### config.mk
export PLATFORM = sky130hd
export DESIGN_NAME = flag_cmd_driver
export DESIGN_NICKNAME = d
export VERILOG_FILES = /design/src/rtl/flag_cmd_driver_pkg.sv /design/src/rtl/flag_cmd_driver_err_counter.sv /design/src/rtl/flag_cmd_driver.sv
export SDC_FILE = /design/constraint.sdc
export NUM_CORES = 1
export LEC_CHECK = 0
export CORE_MARGIN = 2
export CORE_UTILIZATION = 28
export DETAILED_ROUTE_END_ITERATION = 16
export MAX_ROUTING_LAYER = met4
export PLACE_DENSITY = 0.59
export SYNTH_ARGS = -nofsm -noshare
export SYNTH_HDL_FRONTEND = slang
export SYNTH_SLANG_ARGS = --single-unit
### constraint.sdc
create_clock -name clock -period 1.6 [get_ports clock]
set_input_delay 0.24 -clock clock [delete_from_list [all_inputs] [get_ports clock]]
set_output_delay 0.24 -clock clock [all_outputs]
set_load 0.01 [all_outputs]
### src/rtl/flag_cmd_driver_pkg.sv
// Shared state encodings and cell command constants for the flag command driver.
package flag_cmd_driver_pkg;

    typedef enum logic [2:0] {
        FC_IDLE  = 3'd0,
        FC_SCAN  = 3'd1,
        FC_ISSUE = 3'd2,
        FC_CHECK = 3'd3,
        FC_DONE  = 3'd4
    } fc_state_e;

    localparam logic [1:0] FC_CMD_HOLD = 2'b00;
    localparam logic [1:0] FC_CMD_SET  = 2'b01;
    localparam logic [1:0] FC_CMD_CLR  = 2'b10;

    function automatic logic [1:0] fc_cmd_for(input logic target_bit);
        return target_bit ? FC_CMD_SET : FC_CMD_CLR;
    endfunction

endpackage

### src/rtl/flag_cmd_driver_err_counter.sv
// 8-bit saturating mismatch counter with synchronous clear.
module flag_err_counter (
    input  logic       clk_i,
    input  logic       clr_i,
    input  logic       inc_i,
    output logic [7:0] cnt_o
);

    logic [7:0] cnt_q;
    logic [7:0] cnt_d;

    always_comb begin
        cnt_d = cnt_q;
        if (inc_i && (cnt_q != 8'hFF)) begin
            cnt_d = cnt_q + 8'd1;
        end
    end

    always_ff @(posedge clk_i) begin
        if (clr_i) begin
            cnt_q <= 8'd0;
        end else begin
            cnt_q <= cnt_d;
        end
    end

    assign cnt_o = cnt_q;

endmodule

### src/rtl/flag_cmd_driver.sv
// Walks an array of set/clear flag cells, commanding only cells whose readback
// differs from the captured target, then verifies each commanded cell.
module flag_cmd_driver #(
    parameter int N     = 2,
    parameter int IDX_W = 1
) (
    input  logic             clock,
    input  logic             reset,
    input  logic             req_valid,
    output logic             req_ready,
    input  logic [N-1:0]     req_target,
    input  logic [N-1:0]     flag_q,
    output logic [1:0]       cmd_b,
    output logic [IDX_W-1:0] cmd_sel,
    output logic             cmd_valid,
    output logic             busy,
    output logic             done,
    output logic             err,
    output logic [7:0]       err_cnt
);

    import flag_cmd_driver_pkg::*;

    localparam logic [IDX_W-1:0] LAST_IDX = IDX_W'(N - 1);

    fc_state_e        state_q, state_d;
    logic [IDX_W-1:0] idx_q, idx_d;
    logic [N-1:0]     tgt_q, tgt_d;
    logic             err_q, err_d;
    logic             err_inc;
    logic             is_last;

    assign is_last = (idx_q == LAST_IDX);

    always_comb begin
        state_d = state_q;
        idx_d   = idx_q;
        tgt_d   = tgt_q;
        err_d   = 1'b0;
        err_inc = 1'b0;
        unique case (state_q)
            FC_IDLE: begin
                if (req_valid) begin
                    tgt_d   = req_target;
                    idx_d   = '0;
                    state_d = FC_SCAN;
                end
            end
            FC_SCAN: begin
                if (tgt_q[idx_q] != flag_q[idx_q]) begin
                    state_d = FC_ISSUE;
                end else if (is_last) begin
                    state_d = FC_DONE;
                end else begin
                    idx_d = idx_q + IDX_W'(1);
                end
            end
            FC_ISSUE: begin
                state_d = FC_CHECK;
            end
            FC_CHECK: begin
                // The cell latched its command on the edge that ended ISSUE,
                // so the readback here already reflects it.
                if (tgt_q[idx_q] != flag_q[idx_q]) begin
                    err_d   = 1'b1;
                    err_inc = 1'b1;
                end
                if (is_last) begin
                    state_d = FC_DONE;
                end else begin
                    idx_d   = idx_q + IDX_W'(1);
                    state_d = FC_SCAN;
                end
            end
            FC_DONE: begin
                state_d = FC_IDLE;
            end
            default: begin
                state_d = FC_IDLE;
            end
        endcase
    end

    always_ff @(posedge clock) begin
        if (reset) begin
            state_q <= FC_IDLE;
            idx_q   <= '0;
            tgt_q   <= '0;
            err_q   <= 1'b0;
        end else begin
            state_q <= state_d;
            idx_q   <= idx_d;
            tgt_q   <= tgt_d;
            err_q   <= err_d;
        end
    end

    flag_err_counter u_err_counter (
        .clk_i (clock),
        .clr_i (reset),
        .inc_i (err_inc),
        .cnt_o (err_cnt)
    );

    // Outputs decode only registered state; no input reaches an output combinationally.
    assign req_ready = (state_q == FC_IDLE);
    assign busy      = (state_q != FC_IDLE);
    assign done      = (state_q == FC_DONE);
    assign cmd_valid = (state_q == FC_ISSUE);
    assign cmd_b     = (state_q == FC_ISSUE) ? fc_cmd_for(tgt_q[idx_q]) : FC_CMD_HOLD;
    assign cmd_sel   = (state_q == FC_ISSUE) ? idx_q : '0;
    assign err       = err_q;

endmodule

* After elaboration in Yosys (flattened, before gate mapping)
Cells that the tools add are included.
** Word-level totals
- Register bits after elaboration :: 15
- Bits in latches :: 0
- Memory bits (writable) :: 0
- Memory bits (read-only) :: 0
- Input port bits :: 7
- Output and inout port bits :: 16
- Logic and storage cells :: 42
- Memories :: 0
** Operators by class
- $add $sub $neg :: 2
- $mul :: 0
- Div/mod/pow operators :: 0
- Magnitude comparators :: 1
- Equal/unequal tests :: 9
- Shifts and indexed selects :: 0
- Muxes and demuxes :: 18
- Bitwise operators :: 0
- Reductions and logical operators :: 7
** Operator list (number)
- $mux 3 :: 4
- $pmux 3 s4 :: 1
- $mux 1 :: 10
- $add 8x1->8 const B :: 1
- $ne 8x8->1 const B :: 1
- $eq 3x2->1 const B :: 2
- $reduce_bool 3->1 :: 2
- $mux 2 :: 2
- $ne 2x2->1 const B :: 2
- $reduce_and 2->1 :: 2
- $eq 3x1->1 const B :: 1
- $eq 3x3->1 const B :: 1
- $logic_not 3->1 :: 1
- $ne 3x3->1 const B :: 1
- $pmux 1 s3 :: 1
- $reduce_and 3->1 :: 1
- $lt 1x2->1 const B :: 1
- $add 1x1->1 const B :: 1
- $logic_and 1x1->1 :: 1
- $ne 1x1->1 :: 1

* Logic depth before layout (Yosys ltp)
Gate-level depths: netlist of run 1.
- Depth after elaboration :: 6
- Mapped depth :: 6
- Depth with buffers taken out :: 5

* By module
From an unflattened synthesis of run 1, not the netlist that was laid out.
** Second synthesis, totals
- Cells, all modules :: 91
- Area total of the unflattened synthesis :: 847.1 um2
** Modules (own cells, without submodules)
- flag_err_counter :: instances 1, cells an instance 46, area each 430.4 um2, sequential area each 160.2 um2
- flag_cmd_driver :: instances 1, cells an instance 45, area each 416.6 um2, sequential area each 140.1 um2

* Least setup slack after synthesis of run 1
No wires, ideal clock.
- Kind :: reg2reg
- Start :: reg idx_q
- End :: reg u_err_counter.cnt_q[0], in the netlist u_err_counter.cnt_o[0]
- Library setup time :: 0.121 ns
- Arrival time :: 1.614 ns
- Data required time :: 1.479 ns
- Slack :: -0.135 ns
- Cell stages (with the launch flop) :: 6
- Path buffers :: 2
- Clock period less this slack :: 1.735 ns
- Cell sequence :: dfxtp_1 -> clkbuf_1 -> mux2_4 -> buf_6 -> nor3_1 -> mux2_2
** On the way
- Cells in the longest elaborated chain, start to end :: 6
- Elaborated cells on any way between the ends :: 8
- Classes of those cells :: 1 x eq/ne; 6 x mux; 1 x reduce/logical
** Ends and longest elaborated chain
- start: declaration :: RTL line flag_cmd_driver.sv:27 : logic [IDX_W-1:0] idx_q, idx_d;
- start signal: assignment :: RTL line flag_cmd_driver.sv:92 : idx_q <= idx_d;
- $mux 1 (implied by the code) (2 in a row) :: RTL line flag_cmd_driver.sv:64 : if (tgt_q[idx_q] != flag_q[idx_q]) begin
- $ne 1x1->1 * :: RTL line flag_cmd_driver.sv:64
- $mux 1 * :: RTL line flag_cmd_driver.sv:64
- $mux 1 * :: RTL line flag_cmd_driver.sv:41 : unique case (state_q)
- $logic_and 1x1->1 * :: RTL line flag_cmd_driver_err_counter.sv:14 : if (inc_i && (cnt_q != 8'hFF)) begin
- end signal: assignment :: RTL line flag_cmd_driver_err_counter.sv:23 : cnt_q <= cnt_d;
- end: declaration :: RTL line flag_cmd_driver_err_counter.sv:9 : logic [7:0] cnt_q;
Mark *: on every way between the ends. The rest lies on a longest branch, timed or not. The select of a mux whose other input is x is not followed.
A chain may end at the register's enable or synchronous reset.

* Final worst setup path of run 1
- Start :: reg tgt_q[0]
- End :: reg u_err_counter.cnt_q[7], in the netlist u_err_counter.cnt_o[7]
** On the way
- Cells in the longest elaborated chain, start to end :: 6
** Ends and longest elaborated chain
- start: declaration :: RTL line flag_cmd_driver.sv:28 : logic [N-1:0] tgt_q, tgt_d;
- start signal: assignment :: RTL line flag_cmd_driver.sv:93 : tgt_q <= tgt_d;
- $mux 1 (implied by the code) (2 in a row) :: RTL line flag_cmd_driver.sv:64
- $ne 1x1->1 :: RTL line flag_cmd_driver.sv:64
- $mux 1 :: RTL line flag_cmd_driver.sv:64
- $mux 1 :: RTL line flag_cmd_driver.sv:41
- $logic_and 1x1->1 :: RTL line flag_cmd_driver_err_counter.sv:14
Every way passes these cells. The select of a mux whose other input is x is not followed.

==> metrics.cfg, run 1 <==
[sta]
finalCritPeriodShare=0.9737
slew_headroom=0.8070
fin_crit_ps=1558
setup_viol=0
rsz0062_at_grt=true
hold_viol=0
tightest_slew_ps=287.0
finalSetupTns_ps=0
report.final.slew_viol_count=0
timing.fmax_mhz=641.9
clock_skew_ps=4.285

[synth]
ys_ff_latch=15
synth.avg_cell_area_um2=8.455
synth_top_area_frac=0.3738
synth_nets=103
synth_cell_types=30
ys_top_cells_by_area=dfxtp_1 37%, mux2_2 5.6%, nor2_1 4.2%
yosysTopAreaCell=dfxtp_1
synthesis.area_um2=803.3
yosysSeqAreaShare=0.3738
yosysWarnings=0
syn_inst=95

[cts]
clk_path_buf_depth=2
cts_tree=yes
cts_made_buffers=3
postCtsHoldBufs=0
clk_pin_slew_worst_paths_ps=80
clkSinkCount=15
clk_latency_ps=280
htree_num_levels=1
cts-root-buf=clkbuf_4

[drt]
routedWlPerCell_um=13.40
postRouteAntennaNets=0
viasPerCell=5.284
wirelength_um=2170
first_pass_iters=4
route.detailed.drc=0
vias=856
drt_iter0_drc=21

[critical_path]
max_stage_delay_ps=380
crit_fanout=5
arrival_ps=1730
cp_cell_sequence=xnor2_4 > mux2_4 > buf_4 > nor4_4 > mux2_4
start_kind=flip-flop
cp_data_required_time_ps=1770
critPathKind=reg2reg
cpMaxStageDelayCell=dfxtp_4
cp-end-kind=flip-flop
crit_top_cell=mux2_4

[layout]
fin_nets=140
instances_no_fill=162
diodes=0
area_growth_pct=66.04
drive_gt1_frac=0.3969

[global_route]
use_met3=0.02948
grt_pass1_vias=837
grt_max_degree=19
use_met1=0.1524
use_met2=0.2500
grtUsageTotal=0.1394
overflow=0
top_usage_layer=met2
grt_pass1_wl_um=3567
antenna_found_initial=0

[placement]
placed_cells=156
place_congestion=0.7457
dp_hpwl_um=1511
io_buffers=22

[floorplan]
io_pins=23
die_area_um2=3313
die_h_um=57.56
core_area_um2=2734
rows=19
die_w_um=57.56
initial_core_util=0.2938

[pwr]
power.internal_mw=0.6228
p_seq_frac=0.472
vdd_drop_max_uv=409.4
p_switching_mw=0.2480
combPwrFrac=0.284
leakage_nw=0.5241
power_density_nw_per_um2=652.9
swShare=0.2848
clkPwrFrac=0.244

[flow_run]
drv_cap=0

[run_status]
outcome=finished, final reports clean

[min_path]
hold_class=reg2reg

cells in the mapped netlist:
| cell type | instances |
|---|---|
| nor2_1 | 9 |
| nor3_1 | 6 |
| a21boi_0 | 1 |
| nor2b_1 | 5 |
| o311a_1 | 1 |
| ha_1 | 1 |
| xnor2_1 | 2 |
| o2111ai_1 | 2 |
| mux2_2 | 4 |
| o21ai_0 | 2 |
| inv_1 | 1 |
| o2111a_1 | 1 |
| nand2_1 | 7 |
| a21oi_1 | 6 |
| nand2b_1 | 3 |
| or3_1 | 1 |
| or3b_2 | 1 |
| nand3_1 | 3 |
| mux2_4 | 1 |
| nor3b_1 | 1 |
| clkbuf_1 | 5 |
| and2_1 | 2 |
| buf_6 | 1 |
| mux2i_1 | 2 |
| and3_1 | 1 |
| nand4_1 | 3 |
| or4_1 | 3 |
| dfxtp_1 | 15 |
| o31ai_1 | 3 |
| nor4_1 | 2 |
timing repair:
item                                    CTS  global route
gates resized for setup                  15            33
endpoints found under the setup margin   14            15
cloned                                    1             0
setup buffers                             0             1
pin swaps                                 0             8
worst max-delay path, delay by kind of cell (launching register included):
kind / cells / cell delay (ps)
xor+xnor: 1 / 130
buf+inv: 1 / 150
mux: 2 / 640
flops: 1 / 380
simple gates: 1 / 150
power groups by stage:
stage               Sequential, mW  Combinational, mW  Clock, mW
floorplan                    0.405              0.115          0
global placement             0.408              0.202          0
detailed placement           0.408              0.206          0
CTS                          0.402              0.209      0.225
global route                 0.413              0.269      0.238
finish                       0.411              0.247      0.213
through the flow:
step	area, um^2	total power [mW]	utilization	hold slack [ps]	setup WS [ps]
final	1334	0.8708	0.4879	516.8	42.06
after global placement	1155	0.6102	0.4224	479.5	-288.3
after CTS	1204	0.8359	0.4403	494.0	-16.47
after detailed placement	1155	0.6142	0.4224	481.6	-347.3
after global routing	1334	0.9197	0.4879	512.8	-34.43
after floorplan	830.8	0.5196	-	385.0	4.414
placed cells by master (no fill, tap or decap), types with 4 or more instances in the layout:
cell type	synthesis	routed
buf_4	0	15
clkdlybuf4s50_1	0	13
nor2_1	9	8
dfxtp_1	15	7
nor3_1	6	5
nand2_1	7	5
dfxtp_2	0	5
mux2_4	1	4
a21oi_1	6	4
nor2b_1	5	4
flip-flops by register name (all words and copies together), names as in the netlist:
| name | cells |
|---|---|
| err | 1 |
| state_q | 3 |
| idx_q | 1 |
| u_err_counter.cnt_o | 8 |
| tgt_q | 2 |
cell type report:
| type | instances | area [um^2] |
|---|---|---|
| Fill cell | 276 | 1400 |
| Timing Repair Buffer | 37 | 335.3 |
| Multi-Input combinational cell | 74 | 611.8 |
| Clock buffer | 4 | 26.28 |
| Sequential cell | 15 | 317.8 |
| Inverter | 1 | 3.754 |
| Tap cell | 31 | 38.79 |
final timing paths:
| check | from | end | slack (ps) | cells past startpoint |
|---|---|---|---|---|
| min reg2reg | tgt_q[1] | tgt_q[1] | 520 | 2 |
| max reg2reg | tgt_q[0] | u_err_counter.cnt_o[7] | 40 | 5 |
| min | tgt_q[1] | tgt_q[1] | 520 | 2 |
| max | tgt_q[0] | u_err_counter.cnt_o[7] | 40 | 5 |
cells by family after synthesis:
kind of cell    share of synthesized area
simple gates                       0.3115
xor+xnor                          0.02181
buf+inv                           0.04205
fa+ha+maj                         0.01557
mux                               0.09968
flops                              0.3738
compound gates                     0.1355
layer usage:
layer / wire length, um / share of wire
met3: 114 / 0.053
met2: 1091 / 0.50
met1: 964 / 0.44
met4: 0 / 0
met5: 0 / 0
(Power assumes the default switching activity.)
==> inputs of run 2 (changes only) <==
- clock period: 1.6 -> 1.39 ns (I/O delays scaled with it)
==> run 2 against run 1 <==
  * Highest routed layer is now met4
  * Clock power increased by 19%
  * Setup slack got worse by 260 ps
  * Critical endpoint is now u_err_counter.cnt_o[3]
  * Clock-buffer cell count unchanged
  * Non-clock buffer count increased by 21
  * Critical path type unchanged
  * Via count increased by 9.1%
  * The flow now finishes with violations (setup timing)
==> metrics.cfg, run 2 (synthesis results as in run 1) <==
[drt]
wirelength_um=2485
postRouteAntennaNets=0
drt_iter0_drc=19
routedWlPerCell_um=13.58
first_pass_iters=2
vias=934
route.detailed.drc=0
viasPerCell=5.104

[placement]
placed_cells=167
dp_slack_ps=-438.3
place_area_um2=1303
dp_hpwl_um=1653
io_buffers=22
place_congestion=0.7618

[sta]
report.final.slew_viol_count=0
fin_crit_ps=1610
slew_headroom=0.7954
hold_ws_ps=476.0
setup_viol=12
hold_viol=0
rsz0062_at_grt=true
fin_ws_ps=-219.7
clock_skew_ps=9.227
finalCritPeriodShare=1.158
tightest_slew_ps=304.3
timing.fmax_mhz=621.2
finalSetupTns_ps=-1359

[pwr]
power_density_nw_per_um2=684.8
leakage_nw=0.6808
swShare=0.2913
power_mw=1.058
vdd_drop_max_uv=783.8
power.internal_mw=0.7499
combPwrFrac=0.320
clkPwrFrac=0.240
p_switching_mw=0.3083
p_seq_frac=0.440

[flow_run]
drv_cap=0

[floorplan]
die_h_um=57.56
die_w_um=57.56
initial_core_util=0.2938
io_pins=23
die_area_um2=3313
rows=19
core_area_um2=2734

[layout]
final_util=0.5652
final_area_um2=1545
final_common_cell=buf_4
instances_no_fill=183
multi_input_area_um2=651.9
diodes=0
layout_common_cells=33 x buf_4, 8 x nor2_1, 7 x dlygate4sd2_1
largest_reg_flops=8
area_growth_pct=92.37
fin_nets=161
seqCellArea_um2=327.8
fill_cells=249
drive_gt1_frac=0.5921

[cts]
htree_num_levels=1
clk_pin_slew_worst_paths_ps=90
cts_made_buffers=3
clkSinkCount=15
cts-root-buf=clkbuf_4
clk_latency_ps=290
cts_tree=yes
postCtsHoldBufs=0
clk_path_buf_depth=2

[global_route]
use_met1=0.1822
grt_pass1_wl_um=4084
use_met2=0.2744
grt_max_degree=19
grtUsageTotal=0.1613
antenna_found_initial=0
grt_pass1_vias=930
use_met3=0.04762
top_usage_layer=met2
overflow=0

[min_path]
hold_class=in2reg

[critical_path]
max_stage_delay_ps=440
crit_fanout=5
arrival_ps=1840
cpMaxStageDelayCell=or4_1
start_kind=flip-flop
cp_cell_sequence=ha_4 > nand4_1 > buf_4 > o2111ai_2 > or4_1 > a21oi_2
cp_data_required_time_ps=1620
cp-end-kind=flip-flop
critPathKind=reg2reg

[run_status]
outcome=finished with violations
violations=setup timing

## run 2: critical path: cells and delay by family, from the launching register on
family	cells	cell delay, ps
AOI/OAI and AO/OA	2	260
adders and majority gates	1	160
buffers and inverters	1	160
and+or+nand+nor	2	630
DFF	1	350
## run 2: worst paths after layout
| path | start | to | slack [ps] | cells past startpoint |
|---|---|---|---|---|
| worst max-delay path | u_err_counter.cnt_o[1] | u_err_counter.cnt_o[3] | -220 | 6 |
| worst min-delay path | req_target[0] | tgt_q[0] | 480 | 3 |
| worst max register to register | u_err_counter.cnt_o[1] | u_err_counter.cnt_o[3] | -220 | 6 |
| worst min register to register | tgt_q[1] | tgt_q[1] | 510 | 2 |
## run 2: timing repair
action | in CTS | in global routing
pin swaps | 3 | 8
endpoints found under the hold margin | 0 | 0
gates resized for setup | 52 | 28
endpoints found under the setup margin | 24 | 19
cloned | 1 | 0
setup buffers | 3 | 8
## run 2: per-layer routing
layer / wire length, um / vias up
met3: 144 / 4
met1: 1034 / 439
met2: 1261 / 31
met5: 0 / -
met4: 44 / 0
li1: - / 460
## run 2: power groups by stage
stage | logic [mW] | clock network (mW) | registers (mW)
2_1_floorplan | 0.149 | 0 | 0.466
3_3_place_gp | 0.256 | 0 | 0.472
3_5_place_dp | 0.261 | 0 | 0.472
4_1_cts | 0.305 | 0.263 | 0.466
5_1_grt | 0.364 | 0.291 | 0.469
6_report | 0.338 | 0.254 | 0.466
## run 2: layout make-up
type / count / area share
Timing Repair Buffer: 58 / 0.3215
Tap cell: 31 / 0.02510
Inverter: 1 / 0.002429
Clock buffer: 4 / 0.01700
Multi-Input combinational cell: 74 / 0.4219
Sequential cell: 15 / 0.2121
